==> src/rtl/minv_pkg.sv <==
// minv_pkg: bank-state encoding, legal bank-count limits and pointer helper
// shared by the minv_bank_sel slice.
package minv_pkg;

    typedef enum logic [1:0] {
        B_FREE  = 2'd0,
        B_ALLOC = 2'd1,
        B_VALID = 2'd2
    } bank_st_t;

    localparam int NBANK_MIN = 2;
    localparam int NBANK_MAX = 8;

    function automatic int wrap_inc(input int v, input int n);
        return (v + 1) % n;
    endfunction

endpackage

==> src/rtl/minv_rr_pick.sv <==
// minv_rr_pick: first set bit of i_free at or above i_start, wrapping around;
// o_idx is 0 when nothing is free.
module minv_rr_pick #(
    parameter int N = 4,
    parameter int W = 2
) (
    input  logic [N-1:0] i_free,
    input  logic [W-1:0] i_start,
    output logic         o_found,
    output logic [W-1:0] o_idx
);

    always_comb begin
        o_found = |i_free;
        o_idx   = '0;
        // Walk downward so the candidate closest to i_start is written last.
        for (int k = N - 1; k >= 0; k--) begin
            if (i_free[(int'(i_start) + k) % N]) o_idx = W'((int'(i_start) + k) % N);
        end
    end

endmodule

==> src/rtl/minv_bank_sel.sv <==
// minv_bank_sel: tracks NBANK result registers as FREE/ALLOC/VALID, grants free
// banks round-robin and reports the newest completed one. Macro MINV_BANK_SEL_ERR_EN adds err_sticky.
module minv_bank_sel
    import minv_pkg::*;
#(
    parameter int NBANK = 4,
    parameter int IDW   = $clog2(NBANK)
) (
    input  logic           clk,
    input  logic           rst,
    input  logic           alloc_req,
    output logic           alloc_gnt,
    output logic [IDW-1:0] alloc_id,
    input  logic           done_vld,
    input  logic [IDW-1:0] done_id,
    input  logic           rel_vld,
    input  logic [IDW-1:0] rel_id,
    output logic           cur_vld,
    output logic [IDW-1:0] cur_id,
    output logic [IDW:0]   busy_cnt,
    output logic           full
`ifdef MINV_BANK_SEL_ERR_EN
    ,
    output logic           err_sticky
`endif
);

    localparam int CW = IDW + 1;

    if (NBANK < NBANK_MIN || NBANK > NBANK_MAX) begin : g_bad_nbank
        $error("minv_bank_sel: NBANK out of range");
    end

    bank_st_t       r_state [NBANK];
    bank_st_t       w_state_nxt [NBANK];
    logic [IDW-1:0] r_ptr;
    logic           r_cur_vld;
    logic [IDW-1:0] r_cur_id;
    logic [CW-1:0]  r_busy;
    logic [NBANK-1:0] w_free;
    logic [NBANK-1:0] w_done_hit;
    logic [NBANK-1:0] w_rel_hit;
    logic           w_found;
    logic [IDW-1:0] w_pick;
    logic           w_done_ok;
    logic           w_rel_ok;
    logic           w_same;

    for (genvar i = 0; i < NBANK; i++) begin : g_bank
        assign w_free[i]     = r_state[i] == B_FREE;
        assign w_done_hit[i] = done_vld && done_id == IDW'(i) && r_state[i] == B_ALLOC;
        assign w_rel_hit[i]  = rel_vld && rel_id == IDW'(i) && r_state[i] != B_FREE;
    end

    minv_rr_pick #(
        .N(NBANK),
        .W(IDW)
    ) u_pick (
        .i_free (w_free),
        .i_start(r_ptr),
        .o_found(w_found),
        .o_idx  (w_pick)
    );

    assign w_done_ok = |w_done_hit;
    assign w_rel_ok  = |w_rel_hit;
    assign w_same    = w_done_ok && w_rel_ok && done_id == rel_id;
    // Reset blocks grants so nothing is handed out in a cycle whose state is discarded.
    assign alloc_gnt = alloc_req && w_found && !rst;
    assign alloc_id  = w_pick;
    assign cur_vld   = r_cur_vld;
    assign cur_id    = r_cur_id;
    assign busy_cnt  = r_busy;
    assign full      = r_busy == CW'(NBANK);

    // Release wins over completion; the granted bank is FREE so it never collides with either.
    always_comb begin
        for (int b = 0; b < NBANK; b++) begin
            w_state_nxt[b] = r_state[b];
            if (w_rel_hit[b])
                w_state_nxt[b] = B_FREE;
            else if (w_done_hit[b])
                w_state_nxt[b] = B_VALID;
            else if (alloc_gnt && w_pick == IDW'(b))
                w_state_nxt[b] = B_ALLOC;
        end
    end

    always_ff @(posedge clk) begin
        if (rst) begin
            for (int b = 0; b < NBANK; b++) r_state[b] <= B_FREE;
            r_ptr     <= '0;
            r_cur_vld <= 1'b0;
            r_cur_id  <= '0;
            r_busy    <= '0;
        end else begin
            for (int b = 0; b < NBANK; b++) r_state[b] <= w_state_nxt[b];
            if (alloc_gnt) r_ptr <= IDW'(wrap_inc(int'(w_pick), NBANK));
            if (w_same) begin
                r_cur_vld <= 1'b0;
            end else if (w_done_ok) begin
                r_cur_vld <= 1'b1;
                r_cur_id  <= done_id;
            end else if (rel_vld && rel_id == r_cur_id) begin
                r_cur_vld <= 1'b0;
            end
            r_busy <= r_busy + CW'(alloc_gnt) - CW'(w_rel_ok);
        end
    end

`ifdef MINV_BANK_SEL_ERR_EN
    always_ff @(posedge clk) begin
        if (rst)
            err_sticky <= 1'b0;
        else if ((done_vld && !w_done_ok) || (rel_vld && !w_rel_ok))
            err_sticky <= 1'b1;
    end
`endif

endmodule
==> config.mk <==
export PLATFORM = sky130hd
export DESIGN_NAME = minv_bank_sel
export DESIGN_NICKNAME = d
export VERILOG_FILES = /design/src/rtl/minv_pkg.sv /design/src/rtl/minv_rr_pick.sv /design/src/rtl/minv_bank_sel.sv
export SDC_FILE = /design/constraint.sdc
export NUM_CORES = 1
export LEC_CHECK = 0
export CORE_MARGIN = 2
export CORE_UTILIZATION = 45
export CTS_CLUSTER_DIAMETER = 80
export DETAILED_ROUTE_END_ITERATION = 16
export PLACE_DENSITY = 0.74
export SETUP_SLACK_MARGIN = 0.15
export SYNTH_ARGS = -nofsm -noshare
export SYNTH_HDL_FRONTEND = slang
export SYNTH_SLANG_ARGS = --single-unit
==> constraint.sdc <==
create_clock -name clk -period 2.4 [get_ports clk]
set_clock_uncertainty 0.2 [all_clocks]
set_input_delay 0.36 -clock clk [delete_from_list [all_inputs] [get_ports clk]]
set_output_delay 0.36 -clock clk [all_outputs]
set_load 0.05 [all_outputs]
==> results of run 1 <==
## worst max-delay path by stage
stage               slack (ps)     endpoint          start
detailed placement        -520  busy_cnt[1]      rel_id[0]
global route              -110  busy_cnt[1]  r_state[0][0]
global placement          -360  busy_cnt[1]      rel_id[0]
floorplan                  100  busy_cnt[1]      rel_id[0]
finish                       7  busy_cnt[1]  r_state[1][0]
CTS                        -20  busy_cnt[1]  r_state[1][0]
## placed cells by master (no fill, tap or decap), types with 4 or more instances in the layout
cell,n
sky130_fd_sc_hd__a21oi_1,4
sky130_fd_sc_hd__a31oi_1,5
sky130_fd_sc_hd__buf_4,33
sky130_fd_sc_hd__clkdlybuf4s50_1,11
sky130_fd_sc_hd__dfxtp_1,7
sky130_fd_sc_hd__dfxtp_2,6
sky130_fd_sc_hd__dlygate4sd2_1,4
sky130_fd_sc_hd__inv_1,9
sky130_fd_sc_hd__nand2_1,9
sky130_fd_sc_hd__nor2_1,8
sky130_fd_sc_hd__xnor2_1,5
## through the flow
step | worst slack (ps) | util (%)
after floorplan | 102 | -
after global placement | -362 | 65.7
after detailed placement | -516 | 65.7
after CTS | -18.4 | 72.3
after global routing | -110 | 78.4
final | 6.81 | 78.4
## where the power goes
group | switching (mW) | leakage [nW] | total [mW] | internal (mW)
clock | 0.0978 | 0.0210 | 0.190 | 0.0927
sequential | 0.0251 | 0.135 | 0.312 | 0.287
combinational | 0.218 | 0.479 | 0.404 | 0.186
total | 0.341 | 0.636 | 0.907 | 0.566
## registers in the layout, indices dropped and copies added (netlist names)
signal and count:
r_ptr 2, r_state 8, busy_cnt 3, cur_vld 1, cur_id 2
## worst min-delay path, cell delays in order (launching register included)
cell	delay (ps)
sky130_fd_sc_hd__dfxtp_1	350
sky130_fd_sc_hd__nand2_1	70
sky130_fd_sc_hd__mux2i_1	60
## synthesized netlist by cell type (all sizes together), types with 2 or more instances
master and count:
nor2 11, a31oi 5, inv 11, dfxtp 16
nand4bb 2, o32ai 2, nor4 4, nor4b 3
nor3 3, o21ai 3, nand3 2, nor2b 2
buf 2, nor3b 2, xor2 2, nand2 9
mux2i 2, a21oi 4, xnor2 5, ha 2
## cell type report
type | instances | area, um^2 | area share [%]
Sequential cell | 16 | 339 | 22.1
Clock buffer | 4 | 36.3 | 2.36
Tap cell | 27 | 33.8 | 2.20
Multi-Input combinational cell | 77 | 626 | 40.7
Timing Repair Buffer | 52 | 459 | 29.9
Inverter | 11 | 43.8 | 2.85
## per-layer routing
metal | global-route usage (%) | share of wire [%]
met4 | 13.0 | 5.3
met2 | 41.0 | 49
met3 | 5.15 | 7.3
met5 | 0 | 0
met1 | 30.2 | 38
## timing repair
action,CTS,global route
setup buffers,7,10
setup endpoints to repair,6,6
resized for setup,21,10
endpoints found under the hold margin,0,0
pin swaps,7,7
## cell families (layout without fill, tap and decap cells)
group	Yosys count	in the layout	synth area share, %
adder cells (fa/ha/maj)	3	3	4.84
buffers and inverters	14	67	6.59
AND/OR/NAND/NOR	44	44	29.2
multiplexers	2	2	2.15
flip-flops	16	16	34.4
XOR/XNOR	7	7	6.59
AO/OA/AOI/OAI	21	21	16.3
==> impl_metrics.prom, run 1 <==
# TYPE chip_impl_metric gauge
chip_impl_metric{name="layoutNonFillerInstCount",unit=""} 187
chip_impl_metric{name="antenna_found_initial",unit=""} 0
chip_impl_metric{name="rows",unit=""} 16
chip_impl_metric{name="start_util",unit="%"} 47.4
chip_impl_metric{name="worst-endpoint-required",unit="ps"} 2460
chip_impl_metric{name="synthesis.area",unit="um^2"} 931
chip_impl_metric{name="regToRegSetupSlack",unit="ps"} 7
chip_impl_metric{name="firstDrtPassIters",unit=""} 4
chip_impl_metric{name="worstPathBufferInverterCount",unit=""} 2
chip_impl_metric{name="layout.nets",unit=""} 173
chip_impl_metric{name="power_density",unit="nW/um^2"} 590
chip_impl_metric{name="skew_pair_late_insertion_delay",unit="ps"} 300
chip_impl_metric{name="seq_area_frac_synth",unit="%"} 34.4
chip_impl_metric{name="finalHoldViolations",unit=""} 0
chip_impl_metric{name="route.vias.total",unit=""} 1078
chip_impl_metric{name="maxCapViolations",unit=""} 0
chip_impl_metric{name="synth_enable_flop_cells",unit=""} 0
chip_impl_metric{name="peakVddDrop",unit="V"} 0.000516
chip_impl_metric{name="grt_pass1_vias",unit=""} 953
chip_impl_metric{name="ff2ff_path_depth",unit=""} 9
chip_impl_metric{name="whs_path_depth",unit=""} 2
chip_impl_metric{name="clkSlewWorstSetupHoldPaths",unit="ps"} 110
chip_impl_metric{name="final_area",unit="um^2"} 1540
chip_impl_metric{name="routed_wire_length_per_instance",unit="um"} 17.4
chip_impl_metric{name="grt_max_degree",unit=""} 10
chip_impl_metric{name="drtIter0Drc",unit=""} 42
chip_impl_metric{name="drt-vias-per-instance",unit=""} 5.76
chip_impl_info{name="worst_path_max_delay_cell",value="sky130_fd_sc_hd__fa_2"} 1
chip_impl_info{name="timing.rr.end",value="busy_cnt[1]"} 1
chip_impl_info{name="cp_top_family",value="adder cells"} 1
chip_impl_metric{name="global_route_wire_length_before_repair",unit="um"} 4530
chip_impl_metric{name="final_min_period_over_clock_period",unit="%"} 99.7
chip_impl_metric{name="cp.arrival",unit="ps"} 2450
chip_impl_metric{name="post_route_cells_drive_above_1_share",unit="%"} 43.1
chip_impl_metric{name="relSlewSlack",unit="%"} 66.1
chip_impl_metric{name="wl",unit="um"} 3260
chip_impl_metric{name="placeableCoreArea",unit="um^2"} 1960
chip_impl_metric{name="yosys_register_bits",unit=""} 16
chip_impl_info{name="worst_setup_path_end_kind",value="flip-flop"} 1
chip_impl_metric{name="globalRouteOverflowTotal",unit=""} 0
chip_impl_metric{name="synth_cell_types",unit=""} 42
chip_impl_info{name="launch_point_of_the_worst_hold_path",value="cur_id[0]"} 1
chip_impl_metric{name="antenna_cells_inserted",unit=""} 0
chip_impl_info{name="run_status",value="complete, no violations"} 1
chip_impl_info{name="setup.worst_path.start_class",value="flip-flop"} 1
chip_impl_metric{name="io_pins",unit=""} 19
chip_impl_metric{name="clock_sinks",unit=""} 16
chip_impl_metric{name="cts_buffers",unit=""} 3
chip_impl_metric{name="detailed_place_hpwl",unit="um"} 1860
chip_impl_metric{name="port-buffer-count",unit=""} 18
chip_impl_info{name="timing.setup.critical_path_class",value="flip-flop to flip-flop"} 1
chip_impl_metric{name="route.antenna.remaining_nets",unit=""} 0
chip_impl_metric{name="synth.yosys.warnings",unit=""} 0
chip_impl_metric{name="tightestPinTransition",unit="ps"} 508
chip_impl_info{name="hold_class",value="flip-flop to flip-flop"} 1
chip_impl_metric{name="yosys.area.top_type_share",unit="%"} 34.4
chip_impl_metric{name="syn_avg_cell_area",unit="um^2"} 8.70
chip_impl_metric{name="instance_area_after_placement",unit="um^2"} 1290
chip_impl_metric{name="grt_usage",unit="%"} 24.7
chip_impl_metric{name="gp_congestion",unit=""} 0.871
chip_impl_info{name="tritoncts",value="done"} 1
chip_impl_metric{name="post_layout_minimum_cycle_time",unit="ps"} 2390
chip_impl_metric{name="peak_freq",unit="MHz"} 418
chip_impl_metric{name="crit_fanout",unit=""} 2
chip_impl_info{name="cell_with_the_most_instances_on_the_worst_path",value="sky130_fd_sc_hd__inv_1"} 1
chip_impl_metric{name="final.fill_count",unit=""} 135
chip_impl_metric{name="asyncSetResetFlopFracSynth",unit="%"} 0
chip_impl_metric{name="holdWs",unit="ps"} 312
chip_impl_metric{name="final_count_of_negative_setup_slack_endpoints",unit=""} 0
chip_impl_metric{name="cts_max_path_bufs",unit=""} 2
chip_impl_metric{name="worst_path_largest_cell_delay",unit="ps"} 520
chip_impl_info{name="worst_hold_path.endpoint",value="cur_id[0]"} 1
chip_impl_info{name="synth_area_leaders",value="sky130_fd_sc_hd__dfxtp_1 (34%), sky130_fd_sc_hd__xnor2_1 (4.7%), sky130_fd_sc_hd__inv_1 (3.6%), sky130_fd_sc_hd__nand2_1 (3.6%), sky130_fd_sc_hd__nor2_1 (3.6%)"} 1
chip_impl_metric{name="route.detailed.drc",unit=""} 0
chip_impl_info{name="setup_repair_after_global_routing_missed_its_margin",value="yes"} 1
chip_impl_metric{name="fin_setup_tns",unit="ps"} 0
chip_impl_metric{name="final-max-slew-violation-count",unit=""} 0
chip_impl_metric{name="timing.critical_path.depth",unit=""} 9
chip_impl_info{name="r2r_startpoint",value="r_state[1][0]"} 1
chip_impl_metric{name="clock_tree.htree_level_count",unit=""} 1
chip_impl_info{name="post-synth-top-area-cell",value="sky130_fd_sc_hd__dfxtp_1"} 1
chip_impl_metric{name="placed_cells",unit=""} 166
chip_impl_metric{name="ctsHoldBuffers",unit=""} 0
chip_impl_metric{name="post_synth_inst_count",unit=""} 107
chip_impl_info{name="yosys_most_used_dff",value="sky130_fd_sc_hd__dfxtp_1"} 1
chip_impl_metric{name="flow.area_growth_from_synthesis",unit="%"} 65.2
chip_impl_metric{name="synthesis.nets",unit=""} 119
chip_impl_metric{name="die_x",unit="um"} 49.5
chip_impl_metric{name="fin_total_pwr",unit="mW"} 0.907
chip_impl_metric{name="die_area",unit="um^2"} 2450
chip_impl_metric{name="die-height",unit="um"} 49.5
chip_impl_info{name="crit_chain",value="nor2_4, and4bb_1, a311oi_2, inv_1, ha_1, inv_1, ha_2, fa_2, nor2b_4"} 1
chip_impl_metric{name="power.leakage",unit="nW"} 0.636
chip_impl_info{name="clock_tree.root_cell",value="sky130_fd_sc_hd__clkbuf_4"} 1
Power figures use the tool's default switching activity.
==> run 2: changes to the inputs <==
HOLD_SLACK_MARGIN = 0.1   (was unset)
==> results of run 2 <==
No change in the layout: final DEF, timing and power equal those of run 1.
==> run 3: changes to the inputs <==
CORE_UTILIZATION = 40   (was 45)
PLACE_DENSITY = 0.67   (was 0.74)
RECOVER_POWER = 100   (was unset)
==> run 3 against run 2 <==
Net effect:
- combinational power is 10% lower
- sequential share of layout area up 1.2 points
- worst hold slack worse by 20 ps
- core utilization down 13 points
- non-clock buffer count is 8 lower
- clock power shrank 5%
- via count shrank 9.9%
- sequential power decreased by 1%
- critical path depth unchanged
- critical endpoint unchanged
==> impl_metrics.prom, run 3 (same netlist as run 1, synthesis figures left out) <==
# TYPE chip_impl_metric gauge
chip_impl_info{name="run_status",value="complete, no violations"} 1
chip_impl_metric{name="final_count_of_negative_setup_slack_endpoints",unit=""} 0
chip_impl_metric{name="crit_fanout",unit=""} 2
chip_impl_info{name="setup_repair_after_global_routing_missed_its_margin",value="yes"} 1
chip_impl_metric{name="whs_path_depth",unit=""} 2
chip_impl_metric{name="ff2ff_path_depth",unit=""} 9
chip_impl_metric{name="holdWs",unit="ps"} 293
chip_impl_metric{name="gp_congestion",unit=""} 0.870
chip_impl_metric{name="finalHoldViolations",unit=""} 0
chip_impl_metric{name="placeableCoreArea",unit="um^2"} 2210
chip_impl_metric{name="final_min_period_over_clock_period",unit="%"} 97.6
chip_impl_metric{name="io_pins",unit=""} 19
chip_impl_metric{name="route.antenna.remaining_nets",unit=""} 0
chip_impl_metric{name="cp.arrival",unit="ps"} 2380
chip_impl_metric{name="drtIter0Drc",unit=""} 29
chip_impl_metric{name="clock_sinks",unit=""} 16
chip_impl_metric{name="cts_max_path_bufs",unit=""} 2
chip_impl_metric{name="die_area",unit="um^2"} 2730
chip_impl_metric{name="final-max-slew-violation-count",unit=""} 0
chip_impl_metric{name="rows",unit=""} 17
chip_impl_metric{name="power.leakage",unit="nW"} 0.605
chip_impl_metric{name="wl",unit="um"} 2420
chip_impl_metric{name="port-buffer-count",unit=""} 18
chip_impl_info{name="r2r_startpoint",value="r_state[2][1]"} 1
chip_impl_metric{name="fin_setup_tns",unit="ps"} 0
chip_impl_metric{name="antenna_found_initial",unit=""} 0
chip_impl_metric{name="global_route_wire_length_before_repair",unit="um"} 4050
chip_impl_metric{name="skew_pair_late_insertion_delay",unit="ps"} 290
chip_impl_metric{name="globalRouteOverflowTotal",unit=""} 0
chip_impl_metric{name="fin_total_pwr",unit="mW"} 0.851
chip_impl_metric{name="start_util",unit="%"} 42.1
chip_impl_info{name="setup.worst_path.start_class",value="flip-flop"} 1
chip_impl_info{name="launch_point_of_the_worst_hold_path",value="cur_id[1]"} 1
chip_impl_metric{name="die_x",unit="um"} 52.2
chip_impl_metric{name="ctsHoldBuffers",unit=""} 0
chip_impl_info{name="tritoncts",value="done"} 1
chip_impl_metric{name="power_density",unit="nW/um^2"} 591
chip_impl_metric{name="route.vias.total",unit=""} 971
chip_impl_metric{name="flow.area_growth_from_synthesis",unit="%"} 54.7
chip_impl_metric{name="layoutNonFillerInstCount",unit=""} 180
chip_impl_metric{name="die-height",unit="um"} 52.2
chip_impl_metric{name="grt_pass1_vias",unit=""} 909
chip_impl_metric{name="largest_register_ffs",unit=""} 8
chip_impl_metric{name="timing.final.ws_setup",unit="ps"} 58.0
chip_impl_metric{name="worst-endpoint-required",unit="ps"} 2430
chip_impl_metric{name="final.fill_count",unit=""} 183
chip_impl_metric{name="clkSlewWorstSetupHoldPaths",unit="ps"} 90
chip_impl_metric{name="peak_freq",unit="MHz"} 427
chip_impl_info{name="clock_tree.root_cell",value="sky130_fd_sc_hd__clkbuf_4"} 1
chip_impl_metric{name="cts_buffers",unit=""} 3
chip_impl_metric{name="grt_max_degree",unit=""} 10
chip_impl_metric{name="placed_cells",unit=""} 168
chip_impl_metric{name="routed_wire_length_per_instance",unit="um"} 13.4
chip_impl_metric{name="post_route_cells_drive_above_1_share",unit="%"} 36.2
chip_impl_metric{name="clock_tree.htree_level_count",unit=""} 1
chip_impl_metric{name="firstDrtPassIters",unit=""} 4
chip_impl_metric{name="layout.nets",unit=""} 165
chip_impl_metric{name="tightestPinTransition",unit="ps"} 505
chip_impl_info{name="worst_setup_path_end_kind",value="flip-flop"} 1
chip_impl_info{name="largest_register",value="r_state"} 1
chip_impl_metric{name="peakVddDrop",unit="V"} 0.000421
chip_impl_metric{name="detailed_place_hpwl",unit="um"} 1800
chip_impl_metric{name="grt_usage",unit="%"} 20.5
chip_impl_metric{name="relSlewSlack",unit="%"} 66.2
chip_impl_metric{name="route.detailed.drc",unit=""} 0
chip_impl_info{name="highest_count_cells_in_the_layout_ignoring_fill_and_taps",value="sky130_fd_sc_hd__buf_4 (25), sky130_fd_sc_hd__inv_1 (9), sky130_fd_sc_hd__nor2_1 (9), sky130_fd_sc_hd__nand2_1 (9), sky130_fd_sc_hd__dfxtp_1 (8)"} 1
chip_impl_info{name="timing.setup.critical_path_class",value="flip-flop to flip-flop"} 1
chip_impl_metric{name="dp_slack",unit="ps"} -462
chip_impl_metric{name="post_layout_minimum_cycle_time",unit="ps"} 2340
chip_impl_metric{name="antenna_cells_inserted",unit=""} 0
chip_impl_metric{name="drt-vias-per-instance",unit=""} 5.39
chip_impl_info{name="mostFrequentLayoutCell",value="sky130_fd_sc_hd__buf_4"} 1
chip_impl_info{name="hold_class",value="flip-flop to flip-flop"} 1
chip_impl_metric{name="maxCapViolations",unit=""} 0
chip_impl_info{name="crit_path_start",value="r_state[2][1]"} 1
[run 3: worst max-delay path, stage by stage (launching register included)]
cell	delay (ps)
sky130_fd_sc_hd__dfxtp_2	330
sky130_fd_sc_hd__nor2_1	180
sky130_fd_sc_hd__o21ai_1	100
sky130_fd_sc_hd__a311oi_2	300
sky130_fd_sc_hd__inv_1	80
sky130_fd_sc_hd__ha_1	280
sky130_fd_sc_hd__inv_1	40
sky130_fd_sc_hd__ha_2	170
sky130_fd_sc_hd__fa_2	500
sky130_fd_sc_hd__nor2b_1	120
[run 3: report_power, final]
part / internal (mW) / switching [mW]
Combinational: 0.163 / 0.199
Clock: 0.0925 / 0.0885
Sequential: 0.287 / 0.0208
Total: 0.543 / 0.309
[run 3: cell type report]
cell class	count	area, um^2	area share, %
Inverter	11	43.8	3.04
Tap cell	28	35.0	2.43
Timing Repair Buffer	44	399	27.7
Multi-Input combinational cell	77	591	41.0
Clock buffer	4	36.3	2.52
Sequential cell	16	335	23.3
[run 3: final timing paths]
kind                      end  slack (ps)
setup / recovery  busy_cnt[1]          60
hold / removal      cur_id[1]         290
setup reg to reg  busy_cnt[1]          60
hold reg to reg     cur_id[1]         290
[run 3: metrics by stage]
step	util, %	cell area [um^2]
detailed placement	58.7	1300
floorplan	-	960
finish	65.1	1440
global placement	58.7	1300
global route	65.1	1440
CTS	62.6	1390
[run 3: timing repair]
item,in CTS,in global routing
buffers inserted,5,3
endpoints found under the setup margin,6,5
pin swaps,7,6
gates resized for setup,13,13
[run 3: routing by layer]
metal / GRT usage [%] / share of wire (%) / up-vias
met5: 0 / 0 / -
met4: 5.13 / 0.74 / 0
met3: 5.14 / 4.0 / 4
met2: 35.7 / 51 / 26
met1: 25.2 / 44 / 462
li1: - / - / 479
